`src/rtl/hier_node_pkg.sv`:
```
// Shared types, default parameters and helpers for the hierarchy response node.
package hier_node_pkg;

  typedef enum logic [1:0] {
    IDLE = 2'd0,
    WAIT = 2'd1,
    RESP = 2'd2
  } node_state_e;

  localparam int DEF_NUM_CHILDREN = 5;
  localparam int DEF_ID_W         = 8;
  localparam int DEF_TIMEOUT_CYC  = 1024;
  localparam int MAX_CHILDREN     = 32;

  // Number of set bits in a (zero-extended) child mask.
  function automatic logic [5:0] popcount(input logic [MAX_CHILDREN-1:0] v);
    logic [5:0] c;
    c = '0;
    for (int i = 0; i < MAX_CHILDREN; i++) begin
      c = c + {5'b0, v[i]};
    end
    return c;
  endfunction

endpackage

```
`src/rtl/hier_timeout_ctr.sv`:
```
// Free-running wait timer: cleared while idle, counts while enabled,
// flags the final cycle of the allowed window.
module hier_timeout_ctr #(
  parameter int MAX_CYC = 1024
) (
  input  logic clk,
  input  logic rst_n,
  input  logic clr_i,
  input  logic en_i,
  output logic tc_o
);

  localparam int CW = (MAX_CYC > 2) ? $clog2(MAX_CYC) : 1;

  logic [CW-1:0] cnt_q;
  logic [CW-1:0] cnt_d;

  // Next count: clear has priority over counting.
  always_comb begin
    cnt_d = cnt_q;
    if (clr_i) begin
      cnt_d = '0;
    end else if (en_i) begin
      cnt_d = cnt_q + CW'(1);
    end
  end

  // Count register.
  always_ff @(posedge clk or negedge rst_n) begin
    if (!rst_n) begin
      cnt_q <= '0;
    end else begin
      cnt_q <= cnt_d;
    end
  end

  assign tc_o = (cnt_q == CW'(MAX_CYC - 1));

endmodule

```
`src/rtl/hier_node_responder.sv`:
```
// One node of the request hierarchy: fans a parent request out to all
// children, collects one response per child and returns an aggregate.
module hier_node_responder
  import hier_node_pkg::*;
#(
  parameter int NUM_CHILDREN = DEF_NUM_CHILDREN,
  parameter int ID_W         = DEF_ID_W,
  parameter int TIMEOUT_CYC  = DEF_TIMEOUT_CYC
) (
  input  logic                              clk,
  input  logic                              rst_n,
  input  logic                              up_req_valid,
  output logic                              up_req_ready,
  input  logic [ID_W-1:0]                   up_req_id,
  output logic                              up_rsp_valid,
  input  logic                              up_rsp_ready,
  output logic [ID_W-1:0]                   up_rsp_id,
  output logic                              up_rsp_err,
  output logic [$clog2(NUM_CHILDREN+1)-1:0] up_rsp_cnt,
  output logic                              up_rsp_timeout,
  output logic [NUM_CHILDREN-1:0]           dn_req_valid,
  input  logic [NUM_CHILDREN-1:0]           dn_req_ready,
  output logic [ID_W-1:0]                   dn_req_id,
  input  logic [NUM_CHILDREN-1:0]           dn_rsp_valid,
  input  logic [NUM_CHILDREN-1:0]           dn_rsp_err,
  output logic                              busy
);

  // Handshake rule on every port pair: a transfer happens on the rising
  // edge where valid and ready are both high; valid never depends on ready.
  // Child responses are single-cycle strobes without backpressure.

  localparam int CNT_W = $clog2(NUM_CHILDREN + 1);

  node_state_e state_q, state_d;

  logic [ID_W-1:0]         id_q, id_d;
  logic [NUM_CHILDREN-1:0] req_mask_q, req_mask_d;
  logic [NUM_CHILDREN-1:0] pend_q, pend_d;
  logic                    err_q, err_d;
  logic [CNT_W-1:0]        cnt_q, cnt_d;
  logic                    timeout_q, timeout_d;

  logic [NUM_CHILDREN-1:0] req_hs, acc, mask_upd, pend_upd;
  logic [MAX_CHILDREN-1:0] acc_ext;
  logic [5:0]              acc_pop;
  logic                    done, tc;

  hier_timeout_ctr #(
    .MAX_CYC (TIMEOUT_CYC)
  ) u_timer (
    .clk   (clk),
    .rst_n (rst_n),
    .clr_i (state_q == IDLE),
    .en_i  (state_q == WAIT),
    .tc_o  (tc)
  );

  // Per-cycle child bookkeeping: a response counts only if its request is
  // already pending or handshakes in this same cycle.
  always_comb begin
    req_hs   = req_mask_q & dn_req_ready;
    acc      = dn_rsp_valid & (pend_q | req_hs);
    acc_ext  = '0;
    acc_ext[NUM_CHILDREN-1:0] = acc;
    acc_pop  = popcount(acc_ext);
    mask_upd = req_mask_q & ~req_hs;
    pend_upd = (pend_q | req_hs) & ~acc;
    done     = (mask_upd == '0) && (pend_upd == '0);
  end

  // State register.
  always_ff @(posedge clk or negedge rst_n) begin
    if (!rst_n) begin
      state_q <= IDLE;
    end else begin
      state_q <= state_d;
    end
  end

  // Next-state logic; completion takes precedence over timeout.
  always_comb begin
    state_d = state_q;
    case (state_q)
      IDLE:    if (up_req_valid)  state_d = WAIT;
      WAIT:    if (done || tc)    state_d = RESP;
      RESP:    if (up_rsp_ready)  state_d = IDLE;
      default: state_d = IDLE;
    endcase
  end

  // Output decode from registered state only.
  always_comb begin
    up_req_ready = (state_q == IDLE);
    up_rsp_valid = (state_q == RESP);
    busy         = (state_q != IDLE);
    dn_req_valid = (state_q == WAIT) ? req_mask_q : '0;
  end

  // Datapath next values: capture on accept, accumulate in WAIT, hold in RESP.
  always_comb begin
    id_d       = id_q;
    req_mask_d = req_mask_q;
    pend_d     = pend_q;
    err_d      = err_q;
    cnt_d      = cnt_q;
    timeout_d  = timeout_q;
    case (state_q)
      IDLE: begin
        if (up_req_valid) begin
          id_d       = up_req_id;
          req_mask_d = '1;
          pend_d     = '0;
          err_d      = 1'b0;
          cnt_d      = '0;
          timeout_d  = 1'b0;
        end
      end
      WAIT: begin
        cnt_d = CNT_W'(int'(cnt_q) + int'(acc_pop));
        err_d = err_q | (|(acc & dn_rsp_err));
        if (done) begin
          req_mask_d = mask_upd;
          pend_d     = pend_upd;
          timeout_d  = 1'b0;
        end else if (tc) begin
          // Give up on stragglers: withdraw requests and forget pending ones.
          req_mask_d = '0;
          pend_d     = '0;
          timeout_d  = 1'b1;
        end else begin
          req_mask_d = mask_upd;
          pend_d     = pend_upd;
        end
      end
      default: ;
    endcase
  end

  // Datapath registers.
  always_ff @(posedge clk or negedge rst_n) begin
    if (!rst_n) begin
      id_q       <= '0;
      req_mask_q <= '0;
      pend_q     <= '0;
      err_q      <= 1'b0;
      cnt_q      <= '0;
      timeout_q  <= 1'b0;
    end else begin
      id_q       <= id_d;
      req_mask_q <= req_mask_d;
      pend_q     <= pend_d;
      err_q      <= err_d;
      cnt_q      <= cnt_d;
      timeout_q  <= timeout_d;
    end
  end

  assign up_rsp_id      = id_q;
  assign up_rsp_err     = err_q;
  assign up_rsp_cnt     = cnt_q;
  assign up_rsp_timeout = timeout_q;
  assign dn_req_id      = id_q;

endmodule

```
`config.mk`:
```
export PLATFORM = sky130hd
export DESIGN_NAME = hier_node_responder
export DESIGN_NICKNAME = d
export VERILOG_FILES = /design/src/rtl/hier_node_pkg.sv /design/src/rtl/hier_timeout_ctr.sv /design/src/rtl/hier_node_responder.sv
export SDC_FILE = /design/constraint.sdc
export NUM_CORES = 1
export LEC_CHECK = 0
export CAP_MARGIN = 0
export CELL_PAD_IN_SITES_DETAIL_PLACEMENT = 1
export CELL_PAD_IN_SITES_GLOBAL_PLACEMENT = 1
export CORE_MARGIN = 8
export CORE_UTILIZATION = 35
export CTS_CLUSTER_SIZE = 30
export DETAILED_ROUTE_END_ITERATION = 8
export PLACE_DENSITY_LB_ADDON = 0.1
export REMOVE_ABC_BUFFERS = 1
export SYNTH_ARGS = -nofsm -noshare
export SYNTH_HDL_FRONTEND = slang
export SYNTH_SLANG_ARGS = --single-unit
```
`constraint.sdc`:
```
create_clock -name clk -period 4.9 [get_ports clk]
set_input_delay 0.49 -clock clk [delete_from_list [all_inputs] [get_ports clk]]
set_output_delay 0.49 -clock clk [all_outputs]
set_load 0.1 [all_outputs]
```
==> impl_metrics.env, run 1 <==
export IMPL_status="completed"
export IMPL_start_util_pct=35.5
export IMPL_cp_arrival_ns=3.38
export IMPL_cts_sinks=35
export IMPL_root_buffer="clkbuf_8"
export IMPL_grt_ovfl_total=0
export IMPL_rrSetupSlack_ns=2.02
export IMPL_grt_pass1_vias=1894
export IMPL_layout_min_cycle_time_ns=3.24
export IMPL_r2r_start="req_mask_q[0]"
export IMPL_hp_class="input pin to async pin"
export IMPL_yosysTopAreaCell="dfrtp_1"
export IMPL_clkLatencyLatePin_ns=0.28
export IMPL_clk_path_buf_depth=2
export IMPL_synth_area_um2=1910
export IMPL_synthTopCellsByArea="dfrtp_1, nand2_1, nor2_1"
export IMPL_ys_seq_area_share_pct=46.0
export IMPL_cp_start_kind="input pin"
export IMPL_dieArea_um2=8060
export IMPL_ys_async_sr_fraction_pct=100
export IMPL_ys_ff_latch=35
export IMPL_fin_crit_sh_pct=66.0
export IMPL_via_per_inst=4.95
export IMPL_required_ns=5.05
export IMPL_cp_max_fo=4
export IMPL_synthDistinctLibCells=38
export IMPL_coreArea_um2=5370
export IMPL_cts_max_level=2
export IMPL_r2r_cells=10
export IMPL_grt_max_degree=36
export IMPL_slew_limit_headroom_pct=33.9
export IMPL_final_hold_violation_count=0
export IMPL_ys_flop_type="dfrtp_1"
export IMPL_area_growth_syn_to_layout_pct=32.4
export IMPL_core_rowCount=27
export IMPL_dp_cells=329
export IMPL_max_cap_viol_count=0
export IMPL_rsz0062_at_grt="false"
export IMPL_die_w_um=89.8
export IMPL_nFillCells=644
export IMPL_drt_iter0_drc=43
export IMPL_synth_edf_count=0
export IMPL_fmax_ghz=0.309
export IMPL_cts_tree="yes"
export IMPL_drt_total_wl_um=5440
export IMPL_crit_type="input pin to register"
export IMPL_yosys_top_cells_count="nand2_1, dfrtp_1, nor2_1"
export IMPL_finalMaxSlewViolations=0
export IMPL_cts_resized_gates=0
export IMPL_n_antenna_cell=0
export IMPL_path_clk_slew_ns=0.07
export IMPL_cts_hold_buf=0
export IMPL_setup_viol_count_final=0
export IMPL_grt_antenna_before_repair=0
export IMPL_fin_area_um2=2520
export IMPL_grt_pass1_wl_um=9430
export IMPL_final_antenna_net_count=0
export IMPL_yosysWarnings=0
export IMPL_yosys_area_top_type_share_pct=46.0
export IMPL_cts_setup_buffers=0
export IMPL_dp_hpwl_um=4030
export IMPL_first_pass_iters=4
export IMPL_worst_slew_pin_slew_ns=0.989
export IMPL_drive_gt1_share_pct=5.28
export IMPL_num_io_pins=56
export IMPL_post_dp_cell_area_um2=2440
export IMPL_drcViolationCount=0
export IMPL_grt_util_all_layers_pct=14.2
export IMPL_avgSynthCellArea_um2=8.78
export IMPL_finClkSkew_ns=0.00271
export IMPL_vias=1668
export IMPL_routedWlPerCell_um=16.2
export IMPL_synthesis_instances=217
export IMPL_dieHeight_um=89.8
export IMPL_r2r_end="up_rsp_cnt[2]"
export IMPL_nets=297
export IMPL_tns_ns=0
export IMPL_end_kind="register"
export IMPL_gp_congestion=0.771
export IMPL_fin_cells=337
export IMPL_cts_made_buffers=5
export IMPL_yosysMostFrequentCell="nand2_1"
export IMPL_io_buffers=55
cell type report:
type / instances / area, um^2 / share of cell area (%)
Inverter: 12 / 45.0 / 1.78
Timing Repair Buffer: 55 / 546 / 21.6
Multi-Input combinational cell: 155 / 886 / 35.1
Sequential cell: 35 / 876 / 34.7
Clock buffer: 7 / 76.3 / 3.02
Tap cell: 72 / 90.1 / 3.57
Clock inverter: 1 / 5.00 / 0.198
per-stage QoR:
stage | hold WS (ns) | worst slack, ns | utilization (%)
after floorplan | 0.194 | 1.81 | -
after CTS | 0.331 | 1.66 | 47.0
after global placement | 0.464 | 1.44 | 45.5
final | 0.295 | 1.66 | 47.0
after detailed placement | 0.474 | 1.35 | 45.5
after global routing | 0.369 | 1.51 | 47.0
registers in the layout, summed over array words and instances (netlist names):
register / cells
state_q: 2
req_mask_q: 5
dn_req_id: 8
u_timer.cnt_q: 10
up_rsp_err: 1
up_rsp_cnt: 3
up_rsp_timeout: 1
pend_q: 5
worst max path at each step:
stage	from	endpoint	cells past startpoint
after floorplan	up_rsp_cnt[0]	up_rsp_cnt[2]	8
after global placement	dn_req_ready[2]	up_rsp_cnt[2]	11
after detailed placement	dn_req_ready[0]	up_rsp_cnt[2]	11
after CTS	dn_req_ready[0]	up_rsp_cnt[2]	11
after global routing	dn_req_ready[0]	up_rsp_cnt[2]	11
final	dn_req_ready[0]	up_rsp_cnt[2]	11
cell families after synthesis:
group,count (synthesis),share of synthesized area (%)
simple gates,100,24.9
compound gates,45,14.6
flops,35,46.0
buf+inv,27,7.55
fa+ha+maj,6,5.12
xor+xnor,4,1.84
layout by cell type (no fill, tap or decap), types with 2 or more instances in the layout:
cell / count
clkbuf_1: 2
o22a_1: 4
o31ai_1: 2
nor2_1: 19
clkdlybuf4s50_1: 54
nand4_1: 2
o22ai_1: 6
nor3_2: 2
a21oi_1: 12
clkbuf_8: 5
o21ai_0: 12
dfrtp_1: 35
nand2_1: 49
nand3_1: 4
nor3_1: 5
a21o_1: 2
inv_1: 12
and2_1: 2
xor2_1: 3
ha_1: 3
nor2b_1: 8
nand2b_1: 3
fa_1: 3
metal layers:
layer | global-route usage [%] | share of wire (%) | wire length [um] | vias to the layer above
li1 | - | - | - | 809
met1 | 18.1 | 49 | 2660 | 806
met2 | 21.8 | 44 | 2380 | 49
met3 | 5.24 | 6.7 | 362 | 4
met4 | 3.67 | 0.68 | 37 | 0
met5 | 0 | 0 | 0 | -
critical path, cell delays in order:
cell,delay (ns)
clkdlybuf4s50_1,0.54
a21oi_1,0.11
nor2b_1,0.25
fa_1,0.48
fa_1,0.51
ha_1,0.14
inv_1,0.06
fa_1,0.37
xor2_1,0.16
o211ai_1,0.17
o31ai_1,0.10
Power of run 1 is not shown: default switching activity piles up to over one toggle a cycle in this logic, so the estimate is an artifact.
==> run 2, diff against run 1 <==
==> constraint.sdc (replaced) <==
create_clock -name clk -period 3.2 [get_ports clk]
set_input_delay 0.32 -clock clk [delete_from_list [all_inputs] [get_ports clk]]
set_output_delay 0.32 -clock clk [all_outputs]
set_load 0.1 [all_outputs]
==> run 2 against run 1 <==
Compared with the run above: non-clock buffer count grew 6; critical path depth is the same; clock skew grew 0.0043 ns; sequential share of layout area shrank 0.82 points; global-route usage shrank 0.35 points; hold slack lost 0.18 ns; highest routed layer unchanged.
==> impl_metrics.env, run 2 (synthesis results as in run 1) <==
export IMPL_dp_cells=335
export IMPL_grt_pass1_vias=1909
export IMPL_gp_congestion=0.735
export IMPL_dieHeight_um=89.8
export IMPL_cts_tree="yes"
export IMPL_grt_ovfl_total=0
export IMPL_hp_class="input pin to async pin"
export IMPL_clkLatencyLatePin_ns=0.29
export IMPL_cp_arrival_ns=3.19
export IMPL_nets=303
export IMPL_finish_utilization_pct=48.1
export IMPL_largest_reg_flops=10
export IMPL_fin_cells=343
export IMPL_layout_commonest_cell="nand2_1"
export IMPL_grt_max_degree=36
export IMPL_io_buffers=55
export IMPL_drive_gt1_share_pct=11.1
export IMPL_n_antenna_cell=0
export IMPL_drcViolationCount=0
export IMPL_drt_total_wl_um=5410
export IMPL_worst_slew_pin_slew_ns=0.980
export IMPL_dp_hpwl_um=4050
export IMPL_drt_iter0_drc=81
export IMPL_final_antenna_net_count=0
export IMPL_crit_type="input pin to register"
export IMPL_slew_limit_headroom_pct=34.5
export IMPL_status="completed"
export IMPL_grt_antenna_before_repair=0
export IMPL_dieArea_um2=8060
export IMPL_first_pass_iters=5
export IMPL_cp_start_kind="input pin"
export IMPL_cp_max_fo=2
export IMPL_routedWlPerCell_um=15.8
export IMPL_end_kind="register"
export IMPL_max_cap_viol_count=0
export IMPL_grt_util_all_layers_pct=13.8
export IMPL_cts_sinks=35
export IMPL_hold_ws_ns=0.118
export IMPL_path_clk_slew_ns=0.07
export IMPL_finClkSkew_ns=0.00705
export IMPL_post_dp_cell_area_um2=2470
export IMPL_cts_max_level=2
export IMPL_via_per_inst=5.01
export IMPL_cts_setup_buffers=0
export IMPL_rsz0062_at_grt="false"
export IMPL_fin_crit_sh_pct=95.1
export IMPL_root_buffer="clkbuf_8"
export IMPL_cts_made_buffers=5
export IMPL_coreArea_um2=5370
export IMPL_fin_area_um2=2580
export IMPL_core_rowCount=27
export IMPL_final_hold_violation_count=0
export IMPL_fmax_ghz=0.329
export IMPL_layout_min_cycle_time_ns=3.04
export IMPL_num_io_pins=56
export IMPL_largest_register="u_timer.cnt_q"
export IMPL_cts_resized_gates=0
export IMPL_required_ns=3.35
export IMPL_clk_path_buf_depth=2
export IMPL_vias=1717
export IMPL_layout_common_cells="nand2_1, clkdlybuf4s50_1, dfrtp_1, nor2_1, buf_4"
export IMPL_nFillCells=644
export IMPL_die_w_um=89.8
export IMPL_finalMaxSlewViolations=0
export IMPL_area_growth_syn_to_layout_pct=35.7
export IMPL_cts_hold_buf=0
export IMPL_start_util_pct=35.5
export IMPL_setup_viol_count_final=0
export IMPL_grt_pass1_wl_um=9200
export IMPL_rrSetupSlack_ns=0.30
run 2: cell types whose count changed in the layout (fill, tap and decap cells not counted):
cell / delta
clkbuf_8: +1
clkbuf_1: -2
buf_4: +14
clkdlybuf4s50_1: -8
bufinv_16: +1
run 2: final timing paths:
check	from	endpoint	cells past startpoint
setup / recovery	dn_req_ready[2]	up_rsp_cnt[2]	11
hold / removal	rst_n	u_timer.cnt_q[4]	1
setup reg to reg	req_mask_q[2]	up_rsp_cnt[2]	10
hold reg to reg	pend_q[1]	pend_q[1]	2
max in group asynchronous	rst_n	dn_req_id[4]	1
min in group clk	pend_q[1]	pend_q[1]	2
run 2: layout make-up:
type                       instances  area [um^2]  area share, %
sequential                        35          876           33.9
clock buffer                       6         82.6           3.19
timing repair buffer              61          571           22.1
tap                               72         90.1           3.48
multi-input combinational        155          886           34.3
clock inverter                     2         35.0           1.36
inverter                          12         45.0           1.74
run 2: layer usage:
layer  up-vias  routed length [um]  track usage [%]
met1       836                2540             16.7
met4         0                  61             3.81
met2        48                2430             22.1
met5         -                   0                0
met3         7                 381             5.40
li1        826                   -                -
run 2: critical path: stages:
cell             delay [ns]
clkdlybuf4s50_1        0.48
a21oi_1                0.09
nor2b_1                0.28
fa_1                   0.50
fa_1                   0.53
ha_1                   0.14
inv_1                  0.04
fa_1                   0.37
xor2_1                 0.17
o211ai_1               0.17
o31ai_1                0.11
run 2: through the flow:
| step | setup TNS [ns] | worst slack (ns) |
|---|---|---|
| 4_1_cts | 0 | 0.161 |
| 3_5_place_dp | -0.128 | -0.128 |
| 5_1_grt | 0 | 0.00180 |
| 3_3_place_gp | -0.0421 | -0.0421 |
| 6_report | 0 | 0.156 |
| 2_1_floorplan | 0 | 0.109 |
Power of run 2 is left out for the same reason.
==> edit (flow settings as in run 2) <==
Encoding of `node_state_e`: now one-hot (3 bits for 3 states).
--- a/src/rtl/hier_node_pkg.sv
+++ b/src/rtl/hier_node_pkg.sv
@@ -1,10 +1,10 @@
 // Shared types, default parameters and helpers for the hierarchy response node.
 package hier_node_pkg;
 
-  typedef enum logic [1:0] {
-    IDLE = 2'd0,
-    WAIT = 2'd1,
-    RESP = 2'd2
+  typedef enum logic [2:0] {
+    IDLE = 3'b001,
+    WAIT = 3'b010,
+    RESP = 3'b100
   } node_state_e;
 
   localparam int DEF_NUM_CHILDREN = 5;
Behaviour: same outputs for any inputs over 4 cycles, from zero or initial values and one cycle with rst_n low; so few cycles prove little.
==> edit against run 2 <==
Worst setup slack better by 52 ps; wire length is 3.0% higher; count of clock-buffer cells in the layout did not move; sequential cell count is 1 higher; first-iteration DRC count grew 1.2%; register-to-register slack got worse by 40 ps; synthesized area rose by 5.3%; global-route usage decreased by 0.39 points; die area increased by 4.3%; cell area rose by 4.0%; critical path type unchanged.
Power is not shown: default switching activity piles up to over one toggle a cycle in this logic, so the estimate is an artifact.
==> edit: results (changes against run 2) <==
Status
  • Outcome: finished, final reports clean

Placed design
  • GP Congestion: 0.801 (+9.1%)
  • DP HPWL: 4090 um (+1.1%)
  • DP Area: 2570 um2 (+4.3%)
  • Post-placement cell count: 318 (-5.1%)
  • Buffers on Ports: 55 (unchanged)

Global routing
  • Pin count of the biggest net entering global routing: 37 (+2.8%)
  • Initial antenna violation count: 0 (unchanged)
  • First-pass GRT wire length: 9300 um (+1.1%)
  • Vias in the first global route: 1,895 (-0.73%)
  • Grt met1 use: 0.170 (+0.00276)
  • Met3 Usage GRT: 0.0595 (+0.00546)
  • GR Layer Usage met2: 0.205 (-0.0156)
  • Gr usage total: 0.134 (-0.00393)

Clock network
  • CTS clk-pin slew, worst paths: 80 ps
  • Clock Latency Late Sink: 280 ps
  • Clk root buf: clkbuf_8
  • CTS H-tree lvls: 2 (unchanged)
  • Cts bufs inserted: 5 (unchanged)
  • Worst-case clock buffer depth: 2 (unchanged)

Worst setup path
  • Critical path's slowest cell: fa_1
  • Max stage delay on crit path: 530 ps (about the same)
  • Worst path arrival time: 3150 ps (-40 ps)
  • Critical path's top delay family: adder cells
  • Worst-path fanout max: 2 (unchanged)

Layout
  • Nets@finish: 286 (-5.6%)
  • Fraction of layout instances using a drive strength above 1: 0.142 (+0.0310)
  • Max reg flops: 10 (unchanged)
  • Largest Register: u_timer.cnt_q
  • ANT cells: 0 (unchanged)
  • Final non-filler cell total: 326 (-5.0%)

Floorplanning
  • # rows: 27 (unchanged)

Yosys
  • Sequential share of the synthesized area: 0.450 (-0.00984)
  • Synth area leaders: dfrtp_1 (44%), mux2_2 (4.5%), buf_4 (3.4%), nor2_1 (3.4%), o21ai_0 (3.2%)
  • Top-count cell post-synth: dfrtp_1
  • Synthesis Warnings: 0 (unchanged)
  • Synth async-reset ratio: 1.00 (unchanged)
  • Commonest cells post-synth: dfrtp_1 (35), nor2_1 (18), inv_1 (17), o21ai_0 (13)
  • Post-synth cell types: 45 (+18%)
  • Post-synthesis instance total: 200 (-7.8%)

Routing
  • Vias: 1,691 (-1.5%)
  • Detailed Route Iter0 Violations: 82 (+1.2%)
  • 1st-pass router iterations: 4 (-1)
  • Final WL: 5580 um (+3.0%)

Min path
  • Hold Crit Class: in2async

STA
  • Clock skew: 7.02 ps (-0.0312 ps)
  • Tightest Pin Transition: 982 ps (+1.92 ps)
==> edit: cell count changes in the layout (fill, tap and decap cells not counted), moves of 3 or more <==
cell | run 2 | this run
inv_1 | 12 | 17
mux2_2 | 0 | 8
nand4_1 | 2 | 5
a221oi_1 | 0 | 4
o22ai_1 | 6 | 0
nor3_1 | 5 | 1
and2_1 | 2 | 7
a21o_1 | 2 | 7
nand2_1 | 49 | 10
a22o_1 | 1 | 4
nor2b_1 | 8 | 4
==> edit: path summary, 6_finish.rpt <==
| path | to | from | depth (start not counted) | slack (ps) |
|---|---|---|---|---|
| worst min register to register | up_rsp_cnt[2] | up_rsp_cnt[2] | 1 | 500 |
| min in group clk | up_rsp_cnt[2] | up_rsp_cnt[2] | 1 | 500 |
| worst min-delay path | u_timer.cnt_q[8] | rst_n | 1 | 130 |
| worst max-delay path | up_rsp_cnt[2] | dn_req_ready[0] | 12 | 210 |
| worst max register to register | up_rsp_cnt[2] | req_mask_q[0] | 11 | 260 |
| max in group asynchronous | dn_req_id[0] | rst_n | 1 | 2540 |
==> edit: kinds of logic after synthesis <==
family	share of synthesized area
xor+xnor	0.0218
buf+inv	0.0855
fa+ha+maj	0.0487
mux	0.0449
flops	0.450
simple gates	0.175
compound gates	0.175
==> edit: what timing repair did <==
action | 4_1_cts | 5_1_grt
setup buffers | 0 | 0
endpoints found under the hold margin | 0 | 0
gates resized for setup | 0 | 2
endpoints found under the setup margin | 0 | 1
==> edit: stage by stage <==
stage               setup WS, ps  hold WS, ps  TNS [ps]  utilization
floorplan                  -8.37         24.4     -8.37            -
global placement           -81.6          479     -81.6        0.467
detailed placement          -118          480      -118        0.467
CTS                          171          163         0        0.487
global route                16.1          199         0        0.488
finish                       208          135         0        0.488
==> edit: layout make-up <==
type | count | area (um2)
Fill cell | 635 | 2820
Multi-Input combinational cell | 132 | 955
Clock inverter | 2 | 35.0
Timing Repair Buffer | 61 | 571
Sequential cell | 36 | 902
Tap cell | 72 | 90.1
Clock buffer | 6 | 72.6
Inverter | 17 | 63.8
==> edit: metal layers <==
| metal | part of all wire | routed length (um) |
|---|---|---|
| met1 | 0.46 | 2560 |
| met2 | 0.45 | 2500 |
| met3 | 0.089 | 495 |
| met4 | 0.0047 | 26 |
| met5 | 0 | 0 |
